$ cat src/rtl/down_counter_reload.sv
// down_counter_reload: synchronous down counter with parallel load, count enable,
// optional auto-reload, one-cycle terminal-count pulse and busy flag.
module down_counter_reload #(
   parameter int WIDTH = 4
) (
   input  logic             clk,
   input  logic             rst,
   input  logic             load,
   input  logic [WIDTH-1:0] load_val,
   input  logic             en,
   input  logic             auto_reload,
   output logic [WIDTH-1:0] Q,
   output logic             tc,
   output logic             busy
);
   typedef enum logic [1:0] {IDLE, RUN, DONE} state_t;
   state_t           state_q, state_d;
   logic [WIDTH-1:0] cnt_q, cnt_d, reload_q, reload_d;
   logic             tc_q, tc_d, busy_q, busy_d;
   logic             dec, term;
   assign dec  = state_q == RUN && en && !load;
   assign term = dec && cnt_q == WIDTH'(1);
   always_comb begin
      cnt_d    = load ? load_val
               : term ? (auto_reload ? reload_q : '0)
               : (dec && cnt_q > WIDTH'(1)) ? cnt_q - WIDTH'(1) : cnt_q;
      reload_d = load ? load_val : reload_q;
      state_d  = load ? (load_val != '0 ? RUN : IDLE)
               : (term && !auto_reload) ? DONE : state_q;
      tc_d     = term;
      busy_d   = state_d == RUN;
   end
   always_ff @(posedge clk or posedge rst) begin
      if (rst) begin
         state_q  <= IDLE;
         cnt_q    <= '0;
         reload_q <= '0;
         tc_q     <= 1'b0;
         busy_q   <= 1'b0;
      end else begin
         state_q  <= state_d;
         cnt_q    <= cnt_d;
         reload_q <= reload_d;
         tc_q     <= tc_d;
         busy_q   <= busy_d;
      end
   end
   assign Q    = cnt_q;
   assign tc   = tc_q;
   assign busy = busy_q;
endmodule

$ cat config.mk
export PLATFORM = sky130hd
export DESIGN_NAME = down_counter_reload
export DESIGN_NICKNAME = d
export VERILOG_FILES = /design/src/rtl/down_counter_reload.sv
export SDC_FILE = /design/constraint.sdc
export NUM_CORES = 1
export LEC_CHECK = 0
export BUFFER_PORTS_ARGS = -buffer_cell sky130_fd_sc_hd__buf_2
export CAP_MARGIN = 30
export CELL_PAD_IN_SITES_DETAIL_PLACEMENT = 1
export CELL_PAD_IN_SITES_GLOBAL_PLACEMENT = 1
export CORE_ASPECT_RATIO = 1.2
export CORE_MARGIN = 2
export CORE_UTILIZATION = 40
export CTS_BUF_LIST = sky130_fd_sc_hd__clkbuf_8
export CTS_CLUSTER_SIZE = 16
export DETAILED_ROUTE_END_ITERATION = 10
export PLACE_DENSITY_LB_ADDON = 0.1
export SLEW_MARGIN = 10
export SYNTH_ARGS = -nofsm -noshare
export SYNTH_HDL_FRONTEND = slang
export SYNTH_SLANG_ARGS = --single-unit
export TNS_END_PERCENT = 30
$ cat constraint.sdc
create_clock -name clk -period 2 [get_ports clk]
set_clock_uncertainty 0.05 [all_clocks]
set_input_delay 0 -clock clk [delete_from_list [all_inputs] [get_ports clk]]
set_output_delay 0 -clock clk [all_outputs]
set_load 0.005 [all_outputs]
==> summary.md <==
| Metric | Value |
|---|---|
| Slowest-stage cell, CP | or3b_1 |
| Kind of end point of the critical path | register |
| Post-Syn Area | 633 um^2 |
| YS warnings | 0 |
| Primary FF master, synth | dfrtp_1 |
| Clock slew at reported path FFs | 0.05 ns |
| Post-route antenna net violation count | 0 |
| Die height | 47.6 um |
| Overall routing resource usage | 20.8% |
| Dpl ws | 0.219 ns |
| CP arrival | 1.85 ns |
| CTS tree | done |
| Share of post-route cells with drive strength above 1 | 25.0% |
| CTS resizes | 0 |
| Synth area leader | dfrtp_1 |
| CP Launch Type | register |
| PortBufs | 14 |
| Max Clock Freq | 559 MHz |
| Flops & latches, synth | 12 |
| Buf/Inv on CP | 1 |
| Largest net degree at the start of global routing | 15 |
| Syn Inst Count | 66 |
| Detailed Place HPWL | 1080 um |
| H-tree Lvls | 1 |
| Crit path time final | 1.79 ns |
| Critical-path cell list | inv_1 > ha_1 > nor4b_4 > or3b_1 > a31oi_1 > nor2_1 |
| Grt ovf | 0 |
| Layout Nets | 100 |
| # setup viols final | 0 |
| Syn Nets | 77 |
| Filler cells | 171 |
| Vias per cell | 5.30 |
| Remaining DRCs | 0 |
| Vias post-DR | 556 |
| GPL Wtd Cong | 0.756 |
| EDFF count, synth | 0 |
| TritonCTS Sinks | 12 |
| Root Driver | clkbuf_8 |
| DIE AREA | 1920 um^2 |
| CTS Buffer Depth | 2 |
| Ranking of synthesized cells by area | dfrtp_1 (47%), inv_1 (4.7%), nand2_1 (4.2%), nor2_1 (4.2%), ha_1 (4.0%) |
| Vias in the first global route | 576 |
| Slew Viols, Final | 0 |
| Post-Route WL | 1560 um |
| Hold Vio Cnt, Final | 0 |
| Worst skew pair latency | 0.24 ns |
| Routed length per instance | 14.8 um |
| Tcrit/Tclk final | 89.5% |
| I/O Pins | 15 |
| WS Path Type | reg -> reg |
| Num CTS Buffers | 3 |
| Crit-path max FO | 4 |
| FP Rows | 15 |
| Initial Util | 43.2% |
| Peak supply drop | 485 uV |
| WP data required | 2.06 ns |
| # diodes | 0 |
| Most numerous cell in the Yosys netlist | dfrtp_1 |
| Register area share after synthesis | 47.4% |
| Top-area cell type share of the netlist area | 47.4% |
| Async set or reset register ratio after synthesis | 100% |
| Syn avg cell area | 9.59 um^2 |
| MaxCap Viol Count | 0 |
| Slew headroom | 67.4% |
| PwrDens | 834 nW/um^2 |
| Area grow syn2layout | 30.8% |
| Multi-input combinational cell area | 294 um^2 |
| Worst Max-Slew Pin Slew | 0.489 ns |
| Initial antenna violation count | 0 |
| Register area | 300 um^2 |
| Delay-heaviest family, CP | simple AND/OR/NAND/NOR gates |
| Leak | 0.389 nW |
| Hold Crit Class | in -> reg |
| Top cells by count, synth | dfrtp_1 (12), inv_1 (8), nand2_1 (7), nor2_1 (7), o21ai_0 (5) |
| Status | finished, final reports clean |
| Drt pass-1 iters | 3 |
| RSZ-0062 raised after global routing | false |
| PnR worst setup slack | 0.210 ns |
| Crit-path max cell delay | 0.43 ns |
| Starting DRC count in detailed routing | 6 |
| Post-synthesis cell type count | 27 |
| Final setup TNS | 0 ns |
| Die width | 40.3 um |
| Reg-to-reg setup timing slack | 0.21 ns |
| Core area | 1460 um^2 |
| First-pass GRT wire length | 2530 um |
tightest hold or removal path, delay by kind of cell:
family	cells	cell delay, ns
buffers and inverters	1	0.09
AND/OR/NAND/NOR	2	0.22
report_power, final:
part	internal, mW	switching (mW)
Sequential	0.265	0.0279
Clock	0.174	0.0916
Combinational	0.0647	0.0670
Total	0.504	0.186
per-layer routing:
| layer | part of all wire (%) | wire length [um] | vias up | track usage [%] |
|---|---|---|---|---|
| met5 | 0 | 0 | - | 0 |
| met4 | 2.0 | 31 | 0 | 10.0 |
| met3 | 3.4 | 53 | 5 | 5.58 |
| met2 | 50 | 771 | 12 | 34.2 |
| met1 | 45 | 699 | 265 | 24.9 |
| li1 | - | - | 274 | - |
worst paths after layout:
check,depth (start not counted),from,endpoint
worst max-delay path,6,Q[1],busy
worst min-delay path,3,en,tc
worst max register to register,6,Q[1],busy
worst min register to register,2,state_q[1],state_q[1]
max in group asynchronous,3,rst,reload_q[1]
min in group asynchronous,3,rst,tc
layout make-up:
cell class | instances | share of cell area (%)
Multi-Input combinational cell | 44 | 35.5
Tap cell | 17 | 2.57
Inverter | 8 | 3.63
Timing Repair Buffer | 20 | 15.4
Clock buffer | 4 | 6.65
Sequential cell | 12 | 36.3
state kept, by name, indices dropped and copies added (netlist names):
| register | count |
|---|---|
| state_q | 2 |
| tc | 1 |
| reload_q | 4 |
| busy | 1 |
| Q | 4 |
cell usage in the layout, fill, tap and decap left out:
master	instances
a211oi_1	1
a21oi_1	2
a22oi_1	1
a311oi_1	2
a31oi_1	2
buf_2	14
buf_4	1
clkbuf_8	4
dfrtp_1	12
dlygate4sd3_1	5
ha_1	2
inv_1	8
mux2_2	1
mux2i_1	1
nand2_1	7
nand3_1	1
nand3b_1	1
nor2_1	7
nor2b_1	1
nor3_1	1
nor4b_1	2
nor4b_4	1
o211a_1	1
o21ai_0	5
o221ai_1	1
o31ai_1	1
or2_2	1
or3b_1	1
xnor2_1	1
stage by stage:
stage / total power, mW / utilization, % / cell area (um^2) / hold WS (ns) / std cells
2_1_floorplan: 0.371 / - / 633 / -0.185 / 66
3_3_place_gp: 0.414 / 49.4 / 723 / -0.00760 / 96
3_5_place_dp: 0.419 / 49.4 / 723 / -0.00828 / 96
4_1_cts: 0.696 / 56.6 / 828 / 0.0672 / 105
5_1_grt: 0.732 / 56.6 / 828 / 0.101 / 105
6_report: 0.690 / 56.6 / 828 / 0.0598 / 105
cells by family after synthesis:
kind of cell | count (synthesis) | synth area share [%]
muxes | 2 | 3.36
DFF | 12 | 47.4
buffers and inverters | 10 | 6.13
AOI/OAI and AO/OA | 16 | 16.8
and+or+nand+nor | 23 | 21.0
adders and majority gates | 2 | 3.95
xor gates and xnor gates | 1 | 1.38
timing repair:
| action | 4_1_cts | 5_1_grt |
|---|---|---|
| setup buffers | 0 | 0 |
| hold buffers | 5 | 0 |
| hold endpoints to repair | 21 | 0 |
No activity file was read; power rests on OpenSTA's default activity.
